### config.mk
export PLATFORM = sky130hd
export DESIGN_NAME = label_stat
export DESIGN_NICKNAME = d
export VERILOG_FILES = /design/src/rtl/label_stat.sv
export SDC_FILE = /design/constraint.sdc
export NUM_CORES = 1
export LEC_CHECK = 0
export ABC_AREA = 1
export BUFFER_PORTS_ARGS = -buffer_cell sky130_fd_sc_hd__buf_2
export CORE_MARGIN = 2
export CORE_UTILIZATION = 48
export CTS_CLUSTER_DIAMETER = 60
export CTS_CLUSTER_SIZE = 24
export DETAILED_ROUTE_END_ITERATION = 7
export PLACE_DENSITY_LB_ADDON = 0.1
export SLEW_MARGIN = 15
export SYNTH_ARGS = -nofsm -noshare
export SYNTH_HDL_FRONTEND = slang
export SYNTH_SLANG_ARGS = --single-unit
### constraint.sdc
create_clock -name clk -period 9.5 [get_ports clk]
set_input_delay 2.85 -clock clk [delete_from_list [all_inputs] [get_ports clk]]
set_output_delay 2.85 -clock clk [all_outputs]
set_load 0.01 [all_outputs]
### src/rtl/label_stat.sv
// Connected-component statistics: scans a 32x32 label SRAM, tallies per-label pixel
// count (and bounding box when LABEL_STAT_BBOX_EN is defined), then reports in first-seen order.
module label_stat #(
  parameter int MAX_OBJ = 8,
  parameter int IMG_W   = 32
) (
  input  logic        clk,
  input  logic        reset,
  input  logic        start,
  output logic [9:0]  sram_a,
  input  logic [7:0]  sram_q,
  output logic        sram_wen,
  output logic        busy,
  output logic        out_valid,
  output logic [7:0]  out_label,
  output logic [10:0] out_count,
  output logic [4:0]  out_rmin,
  output logic [4:0]  out_rmax,
  output logic [4:0]  out_cmin,
  output logic [4:0]  out_cmax,
  output logic        overflow,
  output logic        done
);
  localparam int NW = $clog2(MAX_OBJ + 1);
  localparam logic [9:0] LAST_A = 10'(IMG_W * IMG_W - 1);

  typedef enum logic [2:0] {S_IDLE, S_SCAN, S_DRAIN, S_EMIT, S_DONE} state_t;
  state_t state;

  logic          pix_vld;
  logic [NW-1:0] n_obj, n_obj_n, emit_idx;
  logic [7:0]    lbl   [MAX_OBJ];
  logic [7:0]    lbl_n [MAX_OBJ];
  logic [10:0]   cnt   [MAX_OBJ];
  logic [10:0]   cnt_n [MAX_OBJ];
  logic          ovf_n;
  logic [MAX_OBJ-1:0] hit;
  logic [7:0]    sel_lbl;
  logic [10:0]   sel_cnt;
`ifdef LABEL_STAT_BBOX_EN
  logic [9:0] addr_d;
  logic [4:0] pix_r, pix_c;
  logic [4:0] rmin [MAX_OBJ], rmax [MAX_OBJ], cmin [MAX_OBJ], cmax [MAX_OBJ];
  logic [4:0] rmin_n [MAX_OBJ], rmax_n [MAX_OBJ], cmin_n [MAX_OBJ], cmax_n [MAX_OBJ];
  logic [4:0] sel_rmin, sel_rmax, sel_cmin, sel_cmax;
  assign pix_r = addr_d[9:5];
  assign pix_c = addr_d[4:0];
`else
  assign out_rmin = '0;
  assign out_rmax = '0;
  assign out_cmin = '0;
  assign out_cmax = '0;
`endif

  assign sram_wen = 1'b1;

  // Parallel lookup/update of the table for the byte currently returned by the SRAM.
  always_comb begin
    lbl_n   = lbl;
    cnt_n   = cnt;
    n_obj_n = n_obj;
    ovf_n   = overflow;
    hit     = '0;
`ifdef LABEL_STAT_BBOX_EN
    rmin_n = rmin;
    rmax_n = rmax;
    cmin_n = cmin;
    cmax_n = cmax;
`endif
    for (int unsigned i = 0; i < MAX_OBJ; i++)
      hit[i] = (NW'(i) < n_obj) && (lbl[i] == sram_q);
    if (pix_vld && sram_q != 8'd0) begin
      if (hit != '0) begin
        for (int unsigned i = 0; i < MAX_OBJ; i++) begin
          if (hit[i]) begin
            cnt_n[i] = cnt[i] + 11'd1;
`ifdef LABEL_STAT_BBOX_EN
            if (pix_r < rmin[i]) rmin_n[i] = pix_r;
            if (pix_r > rmax[i]) rmax_n[i] = pix_r;
            if (pix_c < cmin[i]) cmin_n[i] = pix_c;
            if (pix_c > cmax[i]) cmax_n[i] = pix_c;
`endif
          end
        end
      end else if (n_obj < NW'(MAX_OBJ)) begin
        for (int unsigned i = 0; i < MAX_OBJ; i++) begin
          if (NW'(i) == n_obj) begin
            lbl_n[i] = sram_q;
            cnt_n[i] = 11'd1;
`ifdef LABEL_STAT_BBOX_EN
            rmin_n[i] = pix_r;
            rmax_n[i] = pix_r;
            cmin_n[i] = pix_c;
            cmax_n[i] = pix_c;
`endif
          end
        end
        n_obj_n = n_obj + NW'(1);
      end else begin
        ovf_n = 1'b1;
      end
    end
  end

  // DRAIN emits entry 0 from the post-update table so the final pixel is included.
  always_comb begin
    sel_lbl = lbl_n[0];
    sel_cnt = cnt_n[0];
`ifdef LABEL_STAT_BBOX_EN
    sel_rmin = rmin_n[0];
    sel_rmax = rmax_n[0];
    sel_cmin = cmin_n[0];
    sel_cmax = cmax_n[0];
`endif
    if (state == S_EMIT) begin
      sel_lbl = '0;
      sel_cnt = '0;
`ifdef LABEL_STAT_BBOX_EN
      sel_rmin = '0;
      sel_rmax = '0;
      sel_cmin = '0;
      sel_cmax = '0;
`endif
      for (int unsigned i = 0; i < MAX_OBJ; i++) begin
        if (NW'(i) == emit_idx) begin
          sel_lbl = lbl[i];
          sel_cnt = cnt[i];
`ifdef LABEL_STAT_BBOX_EN
          sel_rmin = rmin[i];
          sel_rmax = rmax[i];
          sel_cmin = cmin[i];
          sel_cmax = cmax[i];
`endif
        end
      end
    end
  end

  always_ff @(posedge clk or posedge reset) begin
    if (reset) begin
      state     <= S_IDLE;
      sram_a    <= '0;
      pix_vld   <= 1'b0;
      n_obj     <= '0;
      emit_idx  <= '0;
      overflow  <= 1'b0;
      busy      <= 1'b0;
      out_valid <= 1'b0;
      out_label <= '0;
      out_count <= '0;
      done      <= 1'b0;
      for (int unsigned i = 0; i < MAX_OBJ; i++) begin
        lbl[i] <= '0;
        cnt[i] <= '0;
`ifdef LABEL_STAT_BBOX_EN
        rmin[i] <= '0;
        rmax[i] <= '0;
        cmin[i] <= '0;
        cmax[i] <= '0;
`endif
      end
`ifdef LABEL_STAT_BBOX_EN
      addr_d   <= '0;
      out_rmin <= '0;
      out_rmax <= '0;
      out_cmin <= '0;
      out_cmax <= '0;
`endif
    end else begin
      done      <= 1'b0;
      out_valid <= 1'b0;
      out_label <= '0;
      out_count <= '0;
      pix_vld   <= 1'b0;
`ifdef LABEL_STAT_BBOX_EN
      out_rmin <= '0;
      out_rmax <= '0;
      out_cmin <= '0;
      out_cmax <= '0;
`endif
      if (state == S_SCAN || state == S_DRAIN) begin
        lbl      <= lbl_n;
        cnt      <= cnt_n;
        n_obj    <= n_obj_n;
        overflow <= ovf_n;
`ifdef LABEL_STAT_BBOX_EN
        rmin <= rmin_n;
        rmax <= rmax_n;
        cmin <= cmin_n;
        cmax <= cmax_n;
`endif
      end
      case (state)
        S_IDLE: begin
          if (start) begin
            state    <= S_SCAN;
            busy     <= 1'b1;
            sram_a   <= '0;
            n_obj    <= '0;
            overflow <= 1'b0;
            for (int unsigned i = 0; i < MAX_OBJ; i++) begin
              lbl[i] <= '0;
              cnt[i] <= '0;
`ifdef LABEL_STAT_BBOX_EN
              rmin[i] <= '0;
              rmax[i] <= '0;
              cmin[i] <= '0;
              cmax[i] <= '0;
`endif
            end
          end
        end
        S_SCAN: begin
          pix_vld <= 1'b1;
`ifdef LABEL_STAT_BBOX_EN
          addr_d <= sram_a;
`endif
          if (sram_a == LAST_A) begin
            sram_a <= '0;
            state  <= S_DRAIN;
          end else begin
            sram_a <= sram_a + 10'd1;
          end
        end
        S_DRAIN: begin
          if (n_obj_n == '0) begin
            state <= S_DONE;
            done  <= 1'b1;
          end else begin
            state     <= S_EMIT;
            out_valid <= 1'b1;
            out_label <= sel_lbl;
            out_count <= sel_cnt;
            emit_idx  <= NW'(1);
`ifdef LABEL_STAT_BBOX_EN
            out_rmin <= sel_rmin;
            out_rmax <= sel_rmax;
            out_cmin <= sel_cmin;
            out_cmax <= sel_cmax;
`endif
          end
        end
        S_EMIT: begin
          if (emit_idx == n_obj) begin
            state <= S_DONE;
            done  <= 1'b1;
          end else begin
            out_valid <= 1'b1;
            out_label <= sel_lbl;
            out_count <= sel_cnt;
            emit_idx  <= emit_idx + NW'(1);
`ifdef LABEL_STAT_BBOX_EN
            out_rmin <= sel_rmin;
            out_rmax <= sel_rmax;
            out_cmin <= sel_cmin;
            out_cmax <= sel_cmax;
`endif
          end
        end
        S_DONE: begin
          state <= S_IDLE;
          busy  <= 1'b0;
        end
        default: state <= S_IDLE;
      endcase
    end
  end
endmodule

==> results of run 1 <==
[critical path, stage by stage]
cell     delay, ps
buf_2          220
inv_2          250
nand4_1        150
o21ai_2        680
inv_2          410
nand3_1        250
nor2_1          70
a21oi_2        130
nand3_1        180
nand2_2        410
nand2_2        190
and2_1         190
[registers in the layout, summed over array words and instances, names as in the netlist]
register   cells
cnt           88
lbl           64
out_count     11
sram_a        10
out_label      8
emit_idx       4
n_obj          4
state          3
busy           1
done           1
out_valid      1
overflow       1
pix_vld        1
[metal layers]
metal | track usage (%) | wire length (um) | vias up | part of all wire [%]
met2 | 50.8 | 20300 | 501 | 45
met3 | 5.71 | 3080 | 119 | 6.9
li1 | - | - | 5950 | -
met4 | 15.3 | 2100 | 0 | 4.7
met1 | 43.2 | 19300 | 5981 | 43
met5 | 0 | 0 | - | 0
[cells in the mapped netlist (2+ instances only)]
| master | n |
|---|---|
| nor2_4 | 3 |
| buf_4 | 33 |
| nor3_2 | 5 |
| nand4_1 | 36 |
| a21oi_2 | 3 |
| nand2_1 | 376 |
| a311oi_1 | 2 |
| o21ai_0 | 191 |
| buf_2 | 13 |
| nor2_2 | 5 |
| and3_1 | 5 |
| nand3_2 | 3 |
| a221oi_1 | 3 |
| inv_2 | 17 |
| o22ai_1 | 19 |
| o211ai_1 | 31 |
| conb_1 | 2 |
| nand2_4 | 4 |
| clkbuf_1 | 47 |
| o21ai_1 | 5 |
| o31ai_1 | 2 |
| and2_1 | 2 |
| xor2_1 | 21 |
| o221ai_1 | 10 |
| nand2_2 | 12 |
| buf_1 | 4 |
| a211oi_1 | 18 |
| buf_6 | 6 |
| nand3_1 | 90 |
| nor4_1 | 9 |
| inv_1 | 235 |
| dfrtp_1 | 197 |
| a21oi_1 | 161 |
| xnor2_1 | 15 |
| ha_1 | 17 |
| nand3b_1 | 2 |
| nor3_1 | 36 |
| a31oi_1 | 12 |
| nor2_1 | 148 |
| a2111oi_0 | 2 |
| nor2_8 | 2 |
[report_power, final]
part	switching, W	internal [W]
Clock	0.000390	0.000357
Sequential	0.000212	0.00106
Combinational	0.00153	0.000606
Total	0.00213	0.00202
[cell families after synthesis]
family,count (synthesis)
adders and majority gates,17
AOI/OAI and AO/OA,467
and+or+nand+nor,741
xor gates and xnor gates,36
other,2
buffers and inverters,359
DFF,197
[worst paths after layout]
kind                       startpoint            to  depth (start not counted)
max reg2reg                  state[2]       cnt[35]                         12
max in group asynchronous       reset       cnt[80]                          3
min                           cnt[76]       cnt[76]                          1
max                         sram_q[7]  out_label[4]                         12
min in group asynchronous       reset     sram_a[5]                          2
min reg2reg                   cnt[76]       cnt[76]                          1
[per-stage QoR]
stage	hold WS (ps)	instances	total power [W]	worst slack, ps	utilization, %
4_1_cts	462	2160	0.00411	3890	51.4
3_3_place_gp	449	2129	0.00335	3390	49.3
5_1_grt	495	2160	0.00444	3590	51.4
2_1_floorplan	432	1838	0.00269	1280	-
3_5_place_dp	450	2129	0.00336	3420	49.3
6_report	458	2160	0.00415	3830	51.4
[cell type report]
cell class / count / area (um2) / share of cell area [%]
multi-input combinational: 1282 / 6510 / 47.5
sequential: 197 / 4930 / 36.0
inverter: 254 / 966 / 7.05
clock buffer: 18 / 439 / 3.20
tap: 341 / 427 / 3.11
timing repair buffer: 55 / 305 / 2.23
clock inverter: 13 / 133 / 0.968
[layout by cell type (no fill, tap or decap), types with 6 or more instances in the layout]
cell type / count
nor3_1: 35
nor2_2: 7
nor3_2: 6
nand2_1: 376
xor2_1: 21
ha_1: 17
nor2_1: 146
a31oi_1: 12
a21oi_1: 161
o22ai_1: 19
inv_1: 233
clkbuf_16: 17
a211oi_1: 18
conb_1: 21
nand2_2: 12
dfrtp_1: 197
o221ai_1: 10
inv_2: 18
buf_4: 12
nor4_1: 9
xnor2_1: 15
o21ai_0: 191
o211ai_1: 31
nand4_1: 36
buf_2: 43
nand3_1: 90
inv_8: 6
==> out/summary.txt, run 1 <==
Status - completed
Core area - 26700 um2
Post-synth top area share - 38.2%
Worst-Margin Slew - 1080 ps
RSZ-0062 raised after global routing - false
Req. time, crit path - 9840 ps
WL/cell - 20.7 um
Largest cells by area after synthesis - dfrtp_1 38%, nand2_1 11%, o21ai_0 7.4%, inv_1 6.8%, a21oi_1 6.2%
Worst skew pair latency - 460 ps
Max VDD drop - 138 uV
Final Cycle Share - 59.7%
Vias in the first global route - 12100
H-tree depth - 4
Synthesized instance count - 1819
Routability cong. - 0.961
Largest family of logic cells by synthesized area - simple AND/OR/NAND/NOR gates
EDFF count, synth - 0
Post-Route WL - 44.8 mm
Post-synth ARST share - 100%
# rows - 60
Post-Synth Simple-Gate Area - 25.5%
P&R area growth vs syn - 6.20%
Fin. Hold Viols - 0
Initial DRC count - 1206
XOR/XNOR Fraction of Synth Area - 2.44%
N_diodes - 0
Chip height - 168 um
Clock skew - 19.6 ps
Hold WC Path Type - reg -> reg
Cell area after placement - 13100 um2
Drt drc - 0
Nets - 1835
CTS hold repair buffers - 0
Proportion of synthesized area in mux cells - 0%
Critical Path AT - 6010 ps
DRT antenna net count - 0
Largest net degree at the start of global routing - 135
Dpl hpwl - 31.7 mm
Crit path kind - in -> reg
Synth cell types - 56
Crit-path max FO - 22
Yosys warns - 0
Total GRT Usage - 32.2%
TritonCTS Sinks - 197
Antenna violations before repair - 0
Synthesized cell area - 12900 um2
Port buffer count - 43
Pwr dens - 303 nW/um2
GRT overflow - 0
Vias per inst - 5.81
Prevailing post-synth register cell - dfrtp_1
Reg2Reg Setup Slack - 5560 ps
Post-CTS Setup Bufs - 0
Final min period - 5670 ps
Final Max Slew Viols - 0
Chip Width - 168 um
Post-Synth Adder-Cell Area - 1.65%
TritonCTS clock tree - yes
Seq/Total Area, Yosys - 38.2%
Post_cts resized - 0
Clk slew on worst S/H paths - 80 ps
CTS buffer count - 17
Clock Path Buffers - 2
Worst setup SP type - primary input
Fraction of layout cells with a size suffix above 1 - 8.30%
Average size of a mapped cell - 7.10 um2
Pre-Repair DR Iteration Count - 8
Max Fclk - 176 MHz
Fin area - 13700 um2
Cell accounting for the most synthesized area - dfrtp_1
Clk root buf - clkbuf_16
Slew headroom - 27.0%
Worst Setup End Kind - flop
Setup TNS - 0 ps
Synth Area in Compound Gates - 20.2%
First-pass GRT wire length - 69.8 mm
Starting Density - 48.4%
Setup violators final - 0
Filler Cell Count - 2673
I/O Pins - 65
Area of the die - 28200 um2
Max-cap check violation count - 0
Leakage power - 6.48 nW
Yosys reg bits - 197
DR vias - 12551
Note: power is estimated with default switching activity, not from simulation.
==> run 2: changes to the inputs <==
Settings changed: ABC_AREA 1 to 0.
Clock period 9.5 ns to 5.07 ns, I/O delays scaled along.
==> out/summary.txt, run 2 <==
I/O Pins - 65
Hold Path Depth - 1
Setup violators final - 0
Max stage delay on crit path - 890 ps
Grt met1 use - 41.6%
Filler Cell Count - 2293
Largest regs - cnt x88, lbl x64, out_count x11
Critical-path top delay cell - or4_1
Area of the die - 26200 um2
Leakage power - 5.54 nW
Largest net degree at the start of global routing - 95
Req. time, crit path - 5420 ps
Total GRT Usage - 28.6%
Cell area after placement - 12400 um2
Pre-Repair DR Iteration Count - 7
Max VDD drop - 193 uV
CTS hold repair buffers - 0
DRT antenna net count - 0
Synthesized instance count - 1386
Vias per inst - 6.24
Commonest non-fill, non-tap cell in the layout - dfrtp_1
EDFF count, synth - 0
Hold WC Path Type - reg -> reg
Routability cong. - 0.968
Commonest cells post-synth - 197 x dfrtp_1, 171 x nand2_1, 122 x a21oi_1, 117 x nor2_1, 79 x nand3_1
Register area - 4930 um2
Final min period - 4400 ps
Worst skew pair latency - 460 ps
Largest register FFs - 88
Clk slew on worst S/H paths - 90 ps
Clock skew - 17.1 ps
Largest delay contributor family on the critical path - simple AND/OR/NAND/NOR gates
Post-synth ARST share - 100%
Clock Path Buffers - 2
Max Fclk - 227 MHz
Max-cap check violation count - 0
Starting Density - 48.9%
Drt drc - 0
CTS buffer count - 17
Cell accounting for the most synthesized area - dfrtp_1
# rows - 57
Crit-path max FO - 18
Post-Route WL - 36.9 mm
Antenna violations before repair - 0
P&R area growth vs syn - 9.19%
CP Buf/Inv Count - 2
Vias in the first global route - 9927
TritonCTS Sinks - 197
CP most frequent cell - or4_1
Pwr dens - 455 nW/um2
H-tree depth - 4
Prevailing post-synth register cell - dfrtp_1
Post-CTS Setup Bufs - 0
GRT overflow - 0
Crit path kind - in -> reg
CP Depth - 10
Port buffer count - 43
WL/cell - 21.4 um
Fraction of layout cells with a size suffix above 1 - 10.8%
Nets - 1413
Dpl hpwl - 26.0 mm
Yosys warns - 0
Synth cell types - 75
Post_cts resized - 0
Most flops, register - cnt
Most frequent cell after synthesis - dfrtp_1
Synthesized cell area - 11900 um2
Register-to-Register Path Depth - 11
Status - completed
RSZ-0062 raised after global routing - false
DR vias - 10750
Multi-input gate area - 6510 um2
CP Cell Sequence - buf_2 > xor2_1 > or4_1 > nor4_2 > buf_4 > nor4b_2 > nand2_1 > or4_1 > and3_1 > o21a_1
Final Max Slew Viols - 0
Critical Path AT - 4750 ps
Chip Width - 162 um
Seq/Total Area, Yosys - 41.3%
Fin area - 13000 um2
Largest cells by area after synthesis - dfrtp_1 41%, nand2_1 5.4%, a21oi_1 5.1%, xnor2_1 3.9%, nor2_1 3.7%
Grt met3 use - 3.80%
First-pass GRT wire length - 58.2 mm
Most frequent cells in the layout - 197 x dfrtp_1, 171 x nand2_1, 122 x a21oi_1
Core area - 24400 um2
Worst-Margin Slew - 1220 ps
Slew headroom - 18.3%
Worst Setup End Kind - flop
Average size of a mapped cell - 8.61 um2
Chip height - 162 um
GR peak layer - met2
Clk root buf - clkbuf_16
TritonCTS clock tree - yes
Fin. Hold Viols - 0
Final Cycle Share - 86.8%
Setup TNS - 0 ps
Post-synth top area share - 41.3%
Initial DRC count - 1071
N_diodes - 0
Worst setup SP type - primary input
GR Util met2 - 45.0%
Yosys reg bits - 197
## run 2: changes by cell type after synthesis, sizes merged, moves of 16 or more
cell and delta:
a21oi -42, o21ai -125, o22ai -16, nand2 -221, nor2 -41, inv -235
and3 +19, mux2i +33, a221oi +25, xnor2 +38
## run 2: through the flow
step | total power [W] | hold slack [ps] | utilization [%] | cells | setup WS [ps]
CTS | 0.00591 | 525 | 53.4 | 1722 | 717
global route | 0.00625 | 563 | 53.4 | 1722 | 430
detailed placement | 0.00449 | 511 | 50.9 | 1690 | 263
global placement | 0.00448 | 505 | 50.9 | 1690 | 342
finish | 0.00593 | 526 | 53.4 | 1722 | 671
floorplan | 0.00367 | 466 | - | 1405 | 1000
## run 2: logic make-up (layout without fill, tap and decap cells)
logic type	count (synthesis)	after routing	synth area share, %
other	2	21	0.0629
DFF	197	197	41.3
and+or+nand+nor	570	570	23.5
muxes	34	34	2.86
buffers and inverters	131	124	5.31
AOI/OAI and AO/OA	351	351	19.1
adders and majority gates	17	17	1.78
xor gates and xnor gates	84	84	6.16
## run 2: metal layers
| layer | share of wire (%) | up-vias | wire [um] |
|---|---|---|---|
| li1 | - | 4999 | - |
| met1 | 45 | 5264 | 16700 |
| met2 | 46 | 423 | 17100 |
| met3 | 6.0 | 64 | 2200 |
| met4 | 2.5 | 0 | 921 |
| met5 | 0 | - | 0 |
## run 2: final timing paths
path | from | endpoint | slack [ps]
max in group asynchronous | reset | n_obj[3] | 3320
max | sram_q[0] | cnt[2] | 670
min | sram_a[6] | sram_a[6] | 530
min reg2reg | sram_a[6] | sram_a[6] | 530
max reg2reg | n_obj[1] | out_count[8] | 960
min in group asynchronous | reset | cnt[21] | 970
## run 2: cell type report
class | instances | area share [%]
multi-input combinational | 1077 | 49.9
clock buffer | 17 | 3.26
inverter | 17 | 0.518
tap | 324 | 3.11
timing repair buffer | 75 | 3.97
sequential | 197 | 37.8
clock inverter | 15 | 1.41
## run 2: report_power, final
group	internal, W	leakage [nW]	total [W]	switching (W)
clock	0.000672	0.289	0.00142	0.000747
combinational	0.000793	2.54	0.00242	0.00163
sequential	0.00180	2.71	0.00209	0.000290
